--- src/rtl/move_seq_pkg.sv ---
// Shared types and default tuning constants for the knight-move leg sequencer.
package move_seq_pkg;

    localparam int unsigned HDG_W    = 12;
    localparam int unsigned FRWRD_W  = 10;
    localparam int unsigned INC_W    = 6;
    localparam int unsigned SETTLE_W = 4;
    localparam int unsigned LINE_W   = 5;

    typedef enum logic [2:0] {
        IDLE,
        TURN,
        RAMP_UP,
        CRUISE,
        RAMP_DN,
        DONE
    } mv_state_t;

    localparam logic [HDG_W-1:0]    HDG_TOL_DEF    = 12'h02C;
    localparam logic [FRWRD_W-1:0]  FRWRD_MAX_DEF  = 10'h300;
    localparam logic [INC_W-1:0]    RAMP_INC_DEF   = 6'h04;
    localparam logic [SETTLE_W-1:0] SETTLE_CNT_DEF = 4'h8;

    // Magnitude of a wrapped heading error; the most negative code saturates.
    function automatic logic [HDG_W-1:0] abs_err(input logic [HDG_W-1:0] e);
        if (e == 12'h800)
            return 12'h7FF;
        else if (e[HDG_W-1])
            return HDG_W'(-e);
        else
            return e;
    endfunction

endpackage

--- src/rtl/move_seq_ir.sv ---
// Centre IR line sensor conditioning: two-flop synchroniser and rising-edge pulse.
module ir_edge_det (
    input  logic clk,
    input  logic rst,
    input  logic din,
    output logic rise
);

    logic sync1, sync2, sync3;

    always_ff @(posedge clk) begin
        if (rst) begin
            sync1 <= 1'b0;
            sync2 <= 1'b0;
            sync3 <= 1'b0;
            rise  <= 1'b0;
        end else begin
            sync1 <= din;
            sync2 <= sync1;
            sync3 <= sync2;
            rise  <= sync2 & ~sync3;
        end
    end

endmodule

--- src/rtl/move_seq.sv ---
// Sequences one leg: turn in place, ramp up, count line crossings, ramp down, done.
module move_seq
    import move_seq_pkg::*;
#(
    parameter logic [HDG_W-1:0]    HDG_TOL    = HDG_TOL_DEF,
    parameter logic [FRWRD_W-1:0]  FRWRD_MAX  = FRWRD_MAX_DEF,
    parameter logic [INC_W-1:0]    RAMP_INC   = RAMP_INC_DEF,
    parameter logic [SETTLE_W-1:0] SETTLE_CNT = SETTLE_CNT_DEF
) (
    input  logic               clk,
    input  logic               rst,
    input  logic               cmd_vld,
    input  logic [HDG_W-1:0]   cmd_hdg,
    input  logic [3:0]         cmd_sqrs,
    output logic               cmd_rdy,
    input  logic [HDG_W-1:0]   heading,
    input  logic               heading_rdy,
    input  logic               cntrIR,
    output logic [HDG_W-1:0]   error,
    output logic               err_vld,
    output logic [FRWRD_W-1:0] frwrd,
    output logic               moving,
    output logic               move_done
);

    mv_state_t            state, state_nx;
    logic [HDG_W-1:0]     des_hdg, des_hdg_nx;
    logic [LINE_W-1:0]    target, target_nx;
    logic [LINE_W-1:0]    line_cnt, line_cnt_nx;
    logic [SETTLE_W-1:0]  settle_cnt, settle_cnt_nx;
    logic [FRWRD_W-1:0]   frwrd_nx;
    logic [HDG_W-1:0]     error_nx;
    logic                 err_vld_nx, moving_nx, cmd_rdy_nx, move_done_nx;

    logic                 ir_rise;
    logic [HDG_W-1:0]     err_diff;
    logic                 in_tol;
    logic [SETTLE_W-1:0]  settle_inc;
    logic [FRWRD_W:0]     ramp_sum, ramp_dif;
    logic [FRWRD_W-1:0]   up_val, dn_val;

    ir_edge_det u_ir (
        .clk  (clk),
        .rst  (rst),
        .din  (cntrIR),
        .rise (ir_rise)
    );

    // Ramp math is one bit wider than frwrd so it clamps instead of wrapping.
    always_comb begin
        err_diff   = HDG_W'(heading - des_hdg);
        in_tol     = abs_err(err_diff) <= HDG_TOL;
        settle_inc = SETTLE_W'(settle_cnt + 4'd1);
        ramp_sum   = {1'b0, frwrd} + (FRWRD_W+1)'(RAMP_INC);
        ramp_dif   = {1'b0, frwrd} - (FRWRD_W+1)'(RAMP_INC);
        up_val     = (ramp_sum >= {1'b0, FRWRD_MAX}) ? FRWRD_MAX : ramp_sum[FRWRD_W-1:0];
        dn_val     = ramp_dif[FRWRD_W] ? '0 : ramp_dif[FRWRD_W-1:0];
    end

    always_comb begin
        state_nx      = state;
        des_hdg_nx    = des_hdg;
        target_nx     = target;
        line_cnt_nx   = line_cnt;
        settle_cnt_nx = settle_cnt;
        frwrd_nx      = frwrd;
        error_nx      = error;
        err_vld_nx    = 1'b0;

        if (heading_rdy && state != IDLE) begin
            error_nx   = err_diff;
            err_vld_nx = 1'b1;
        end

        if (ir_rise && (state == RAMP_UP || state == CRUISE))
            line_cnt_nx = LINE_W'(line_cnt + 5'd1);

        case (state)
            IDLE: begin
                frwrd_nx = '0;
                if (cmd_vld && cmd_rdy) begin
                    des_hdg_nx    = cmd_hdg;
                    target_nx     = {cmd_sqrs, 1'b0};
                    line_cnt_nx   = '0;
                    settle_cnt_nx = '0;
                    state_nx      = TURN;
                end
            end
            TURN: begin
                frwrd_nx = '0;
                if (heading_rdy) begin
                    if (in_tol) begin
                        settle_cnt_nx = settle_inc;
                        if (settle_inc == SETTLE_CNT)
                            state_nx = (target != '0) ? RAMP_UP : DONE;
                    end else begin
                        settle_cnt_nx = '0;
                    end
                end
            end
            RAMP_UP: begin
                // Reaching the line target wins over finishing the ramp.
                if (line_cnt == target) begin
                    state_nx = RAMP_DN;
                end else if (heading_rdy) begin
                    frwrd_nx = up_val;
                    if (up_val == FRWRD_MAX)
                        state_nx = CRUISE;
                end
            end
            CRUISE: begin
                if (line_cnt == target)
                    state_nx = RAMP_DN;
            end
            RAMP_DN: begin
                if (frwrd == '0)
                    state_nx = DONE;
                else if (heading_rdy)
                    frwrd_nx = dn_val;
            end
            DONE: begin
                frwrd_nx = '0;
                state_nx = IDLE;
            end
            default: begin
                frwrd_nx = '0;
                state_nx = IDLE;
            end
        endcase

        moving_nx    = (state_nx == TURN) || (state_nx == RAMP_UP) ||
                       (state_nx == CRUISE) || (state_nx == RAMP_DN);
        cmd_rdy_nx   = (state_nx == IDLE);
        move_done_nx = (state_nx == DONE);
    end

    always_ff @(posedge clk) begin
        if (rst) begin
            state      <= IDLE;
            des_hdg    <= '0;
            target     <= '0;
            line_cnt   <= '0;
            settle_cnt <= '0;
            frwrd      <= '0;
            error      <= '0;
            err_vld    <= 1'b0;
            moving     <= 1'b0;
            cmd_rdy    <= 1'b1;
            move_done  <= 1'b0;
        end else begin
            state      <= state_nx;
            des_hdg    <= des_hdg_nx;
            target     <= target_nx;
            line_cnt   <= line_cnt_nx;
            settle_cnt <= settle_cnt_nx;
            frwrd      <= frwrd_nx;
            error      <= error_nx;
            err_vld    <= err_vld_nx;
            moving     <= moving_nx;
            cmd_rdy    <= cmd_rdy_nx;
            move_done  <= move_done_nx;
        end
    end

endmodule

--- config.mk ---
export PLATFORM = sky130hd
export DESIGN_NAME = move_seq
export DESIGN_NICKNAME = d
export VERILOG_FILES = /design/src/rtl/move_seq_pkg.sv /design/src/rtl/move_seq_ir.sv /design/src/rtl/move_seq.sv
export SDC_FILE = /design/constraint.sdc
export NUM_CORES = 1
export LEC_CHECK = 0
export ABC_AREA = 1
export BUFFER_PORTS_ARGS = -buffer_cell sky130_fd_sc_hd__buf_2
export CAP_MARGIN = 20
export CELL_PAD_IN_SITES_DETAIL_PLACEMENT = 0
export CELL_PAD_IN_SITES_GLOBAL_PLACEMENT = 1
export CORE_ASPECT_RATIO = 0.6
export CORE_MARGIN = 5
export CORE_UTILIZATION = 27
export DETAILED_ROUTE_END_ITERATION = 7
export GPL_ROUTABILITY_DRIVEN = 0
export PLACE_DENSITY = 0.59
export SLEW_MARGIN = 20
export SYNTH_ARGS = -nofsm -noshare
export SYNTH_HDL_FRONTEND = slang
export SYNTH_SLANG_ARGS = --single-unit
export TNS_END_PERCENT = 20
--- constraint.sdc ---
create_clock -name clk -period 4.2 [get_ports clk]
set_input_delay 1.05 -clock clk [delete_from_list [all_inputs] [get_ports clk]]
set_output_delay 1.05 -clock clk [all_outputs]
set_load 0.05 [all_outputs]
==> Implementation_results.wiki <==
{| class="wikitable"
! Metric !! Value
|-
| Part of the Yosys area used for sequential elements || 32.3%
|-
| Pin count of the biggest net entering global routing || 37
|-
| Compound-cell area share of the yosys netlist || 16.4%
|-
| Clock latency on the worst-skew pair || 0.33 ns
|-
| Yosys synthesis warning count || 0
|-
| Summed negative setup slack over all endpoints || 0 ns
|-
| Outcome || finished, final reports clean
|-
| Final instance count without filler cells || 772
|-
| Cells after synthesis || 538
|-
| Area delta synth->final || 20.6%
|-
| Worst Path Buf+Inv || 3
|-
| Inserted Clock Buffers || 9
|-
| Worst setup timing slack at the placement stage || 0.461 ns
|-
| Number of cell rows || 32
|-
| Slack of the worst reg-to-reg path || 1.30 ns
|-
| X dimension of the die || 159 microns
|-
| Startpoint of the worst-slack reg-to-reg timing path || des_hdg[0]
|-
| Placed cell count || 756
|-
| Min-Delay Startpoint || u_ir.sync3
|-
| Pins Over Slew Limit || 0
|-
| Final design area excluding fillers || 4330 sq um
|-
| Peak supply drop || 0.000170 V
|-
| Max Root-Sink Buffers || 2
|-
| Post-synthesis share of cell area spent on xor and xnor gates || 4.60%
|-
| Type of the most critical hold path || register to register
|-
| Classification of the worst setup path || input port to register
|-
| Wire length of the first global-routing pass || 16,700 microns
|-
| Fraction of final layout cells sized beyond drive strength 1 || 17.6%
|-
| Worst clock skew || 0.00790 ns
|-
| Setup violations, final || 0
|-
| Multiplexer fraction of the synthesized cell area || 0%
|-
| Number of detailed-route iterations in the first pass || 4
|-
| Slowest stage delay, CP || 0.56 ns
|-
| Total power || 1780 uW
|-
| Total of cells resized after clock tree synthesis || 0
|-
| Req. time, crit path || 4.42 ns
|-
| Syn nets || 589
|-
| Residual antenna-violating net count after detailed routing || 0
|-
| Maximum clock rate || 293 MHz
|-
| Total detailed-routing wirelength || 10,100 microns
|-
| Initial core utilization || 27.8%
|-
| Area used by multi-input combinational logic || 2020 sq um
|-
| Fill cell total of the finished layout || 1,439
|-
| Synthesized area divided by synthesized cell count || 6.68 sq um
|-
| Master of the slowest instance on the critical path || sky130_fd_sc_hd__fa_1
|-
| Pwr per Cell Area || 410 nW/um^2
|-
| Wirelength per Cell || 13.1 microns
|-
| Worst-margin pin slew || 0.632 ns
|-
| Root Driver || sky130_fd_sc_hd__clkbuf_16
|-
| Via count || 3,415
|-
| Worst-case reg-to-reg path depth || 19
|-
| Area of the mapped netlist || 3590 sq um
|-
| Crit share post-route || 81.2%
|-
| Maximum level of the CTS H-tree || 3
|-
| Total of hold buffers inserted after clock tree synthesis || 0
|-
| Dominant combinational cell family by area after synthesis || simple AND/OR/NAND/NOR gates
|-
| Detailed-route vias per instance || 4.42
|-
| Hold Violations, Final || 0
|-
| Clock slew at reported path FFs || 0.05 ns
|-
| Adder and majority gate portion of the synthesized area || 6.48%
|-
| Global-route usage over all layers || 13.1%
|-
| HPWL Detailed || 7930 microns
|-
| Crit path cell chain || buf_2 -> inv_1 -> ha_1 -> fa_1 -> ha_1 -> a21boi_1 -> nand3_1 -> nor2_2 -> nand2_2 -> a21oi_2 -> nand3_1 -> nand2_1 -> nand2_2 -> nor2_4 -> nand2_2 -> inv_2 -> nand3_1 -> nand2_1 -> o21ai_0 -> nor2_1 -> nor2_2
|-
| Critical register-to-register path endpoint || moving
|-
| Final critical delay including setup and external delays || 3.41 ns
|-
| Delay-heaviest family, CP || simple AND/OR/NAND/NOR gates
|-
| Clock sinks || 58
|-
| Dpl cell area || 4070 sq um
|-
| Data arrival, critical path || 3.63 ns
|-
| Number of synthesized register bits || 58
|-
| Die area || 15,800 sq um
|-
| Initial antenna violation count || 0
|-
| Area used by sequential logic in the layout || 1160 sq um
|-
| Ant diodes || 0
|-
| Number of different library cells in the post-synthesis netlist || 40
|-
| Total I/O pin count || 59
|-
| Worst slew slack as a fraction of its limit || 57.6%
|-
| Total global routing overflow || 0
|-
| RSZ-0062 raised after global routing || false
|-
| Leakage || 0.00221 uW
|-
| DRT iter0 DRCs || 212
|-
| Hold-critical path endpoint || u_ir.rise
|-
| I/O Buffers || 58
|-
| Nets || 648
|-
| CP Capture Type || register
|-
| Area of the placeable core || 12,900 sq um
|-
| Post-detailed-route DRC marker count || 0
|-
| Maximum fanout along the worst path || 4
|-
| Kind of start point of the critical path || input port
|-
| Post-CTS repair timing setup buffer count || 0
|-
| Worst Hold Path Cells || 1
|-
| # Max-Cap Violations || 0
|-
| Simple-gate share of the synthesized area || 28.6%
|-
| Final worst slack || 0.792 ns
|-
| Via count of the first global-routing pass || 3,274
|-
| Die Y || 99.4 microns
|-
| CTS tree || built
|}
## worst max path at each step
stage / slack (ns) / cells past startpoint / from / end
final: 0.79 / 21 / heading[0] / moving
after floorplan: 0.81 / 20 / heading[0] / moving
after CTS: 0.79 / 21 / heading[0] / moving
after detailed placement: 0.46 / 21 / heading[0] / moving
after global placement: 0.50 / 21 / heading[0] / moving
after global routing: 0.55 / 21 / heading[0] / moving
## cells in the final DEF (no fill, tap or decap), drive strengths merged
cell and instances:
a211oi 1, a21boi 2, a21oi 45, a311oi 1
a31oi 2, buf 61, clkbuf 13, clkinv 3
dfxtp 58, fa 1, ha 17, inv 97
nand2 125, nand3 37, nand4 8, nor2 47
nor3 8, nor3b 1, nor4 1, o211ai 7
o21a 1, o21ai 38, o21bai 3, o221ai 1
o22ai 4, or2 1, or3 1, xnor2 5
xor2 13
## through the flow
stage / hold WS [ns] / utilization [%]
2_1_floorplan: 0.374 / -
3_3_place_gp: 0.382 / 31.5
3_5_place_dp: 0.387 / 31.5
4_1_cts: 0.398 / 33.5
5_1_grt: 0.411 / 33.5
6_report: 0.397 / 33.5
## power breakdown
group,internal [uW],leakage [uW],switching (uW)
Clock,412,0.000133,252
Sequential,588,0.000474,19.7
Combinational,160,0.00160,346
Total,1160,0.00221,618
## cell type report
class,count,share of cell area [%]
Inverter,97,8.40
Clock buffer,13,5.78
Multi-Input combinational cell,370,46.5
Sequential cell,58,26.8
Clock inverter,3,0.347
Tap cell,170,4.91
Timing Repair Buffer,61,7.22
## sequential cells by signal, summed over array words and instances, names as in the netlist
register    cells
err_vld         1
move_done       1
u_ir.rise       1
des_hdg        12
error          12
cmd_rdy         1
state           3
target          4
frwrd          10
line_cnt        5
u_ir.sync3      1
moving          1
settle_cnt      4
u_ir.sync2      1
u_ir.sync1      1
## worst register-to-register path, delay by kind of cell, from the launching register on
kind,cells,cell delay (ns)
DFF,1,0.33
buffers and inverters,1,0.06
and+or+nand+nor,12,1.08
adders and majority gates,3,0.97
AOI/OAI and AO/OA,3,0.37
## metal layers
layer	global-route usage, %	part of all wire, %	up-vias
met4	3.54	1.1	0
met2	16.3	35	70
li1	-	-	1838
met1	21.2	58	1497
met3	3.35	5.2	10
met5	0	0	-
## cells in the mapped netlist, drive strengths merged
cell,count,area share [%]
o211ai,7,1.5
buf,4,0.49
o21bai,3,0.63
a311oi,1,0.24
nor3b,1,0.21
xor2,13,3.4
a21boi,2,0.42
o21a,1,0.21
a31oi,2,0.35
o21ai,38,5.3
o221ai,1,0.24
nand4,8,1.6
clkbuf,9,0.94
xnor2,5,1.2
a21oi,45,6.7
nor4,1,0.17
o22ai,4,0.70
dfxtp,58,32
or3,1,0.17
a211oi,1,0.21
or2,1,0.17
fa,1,0.56
ha,17,5.9
nor3,8,1.3
nor2,47,5.3
nand3,37,5.6
nand2,125,14
inv,97,10
## kinds of logic after synthesis
logic type	Yosys count
fa+ha+maj	18
simple gates	229
flops	58
buf+inv	110
xor+xnor	18
compound gates	105
Note: power is estimated with default switching activity, not from simulation.
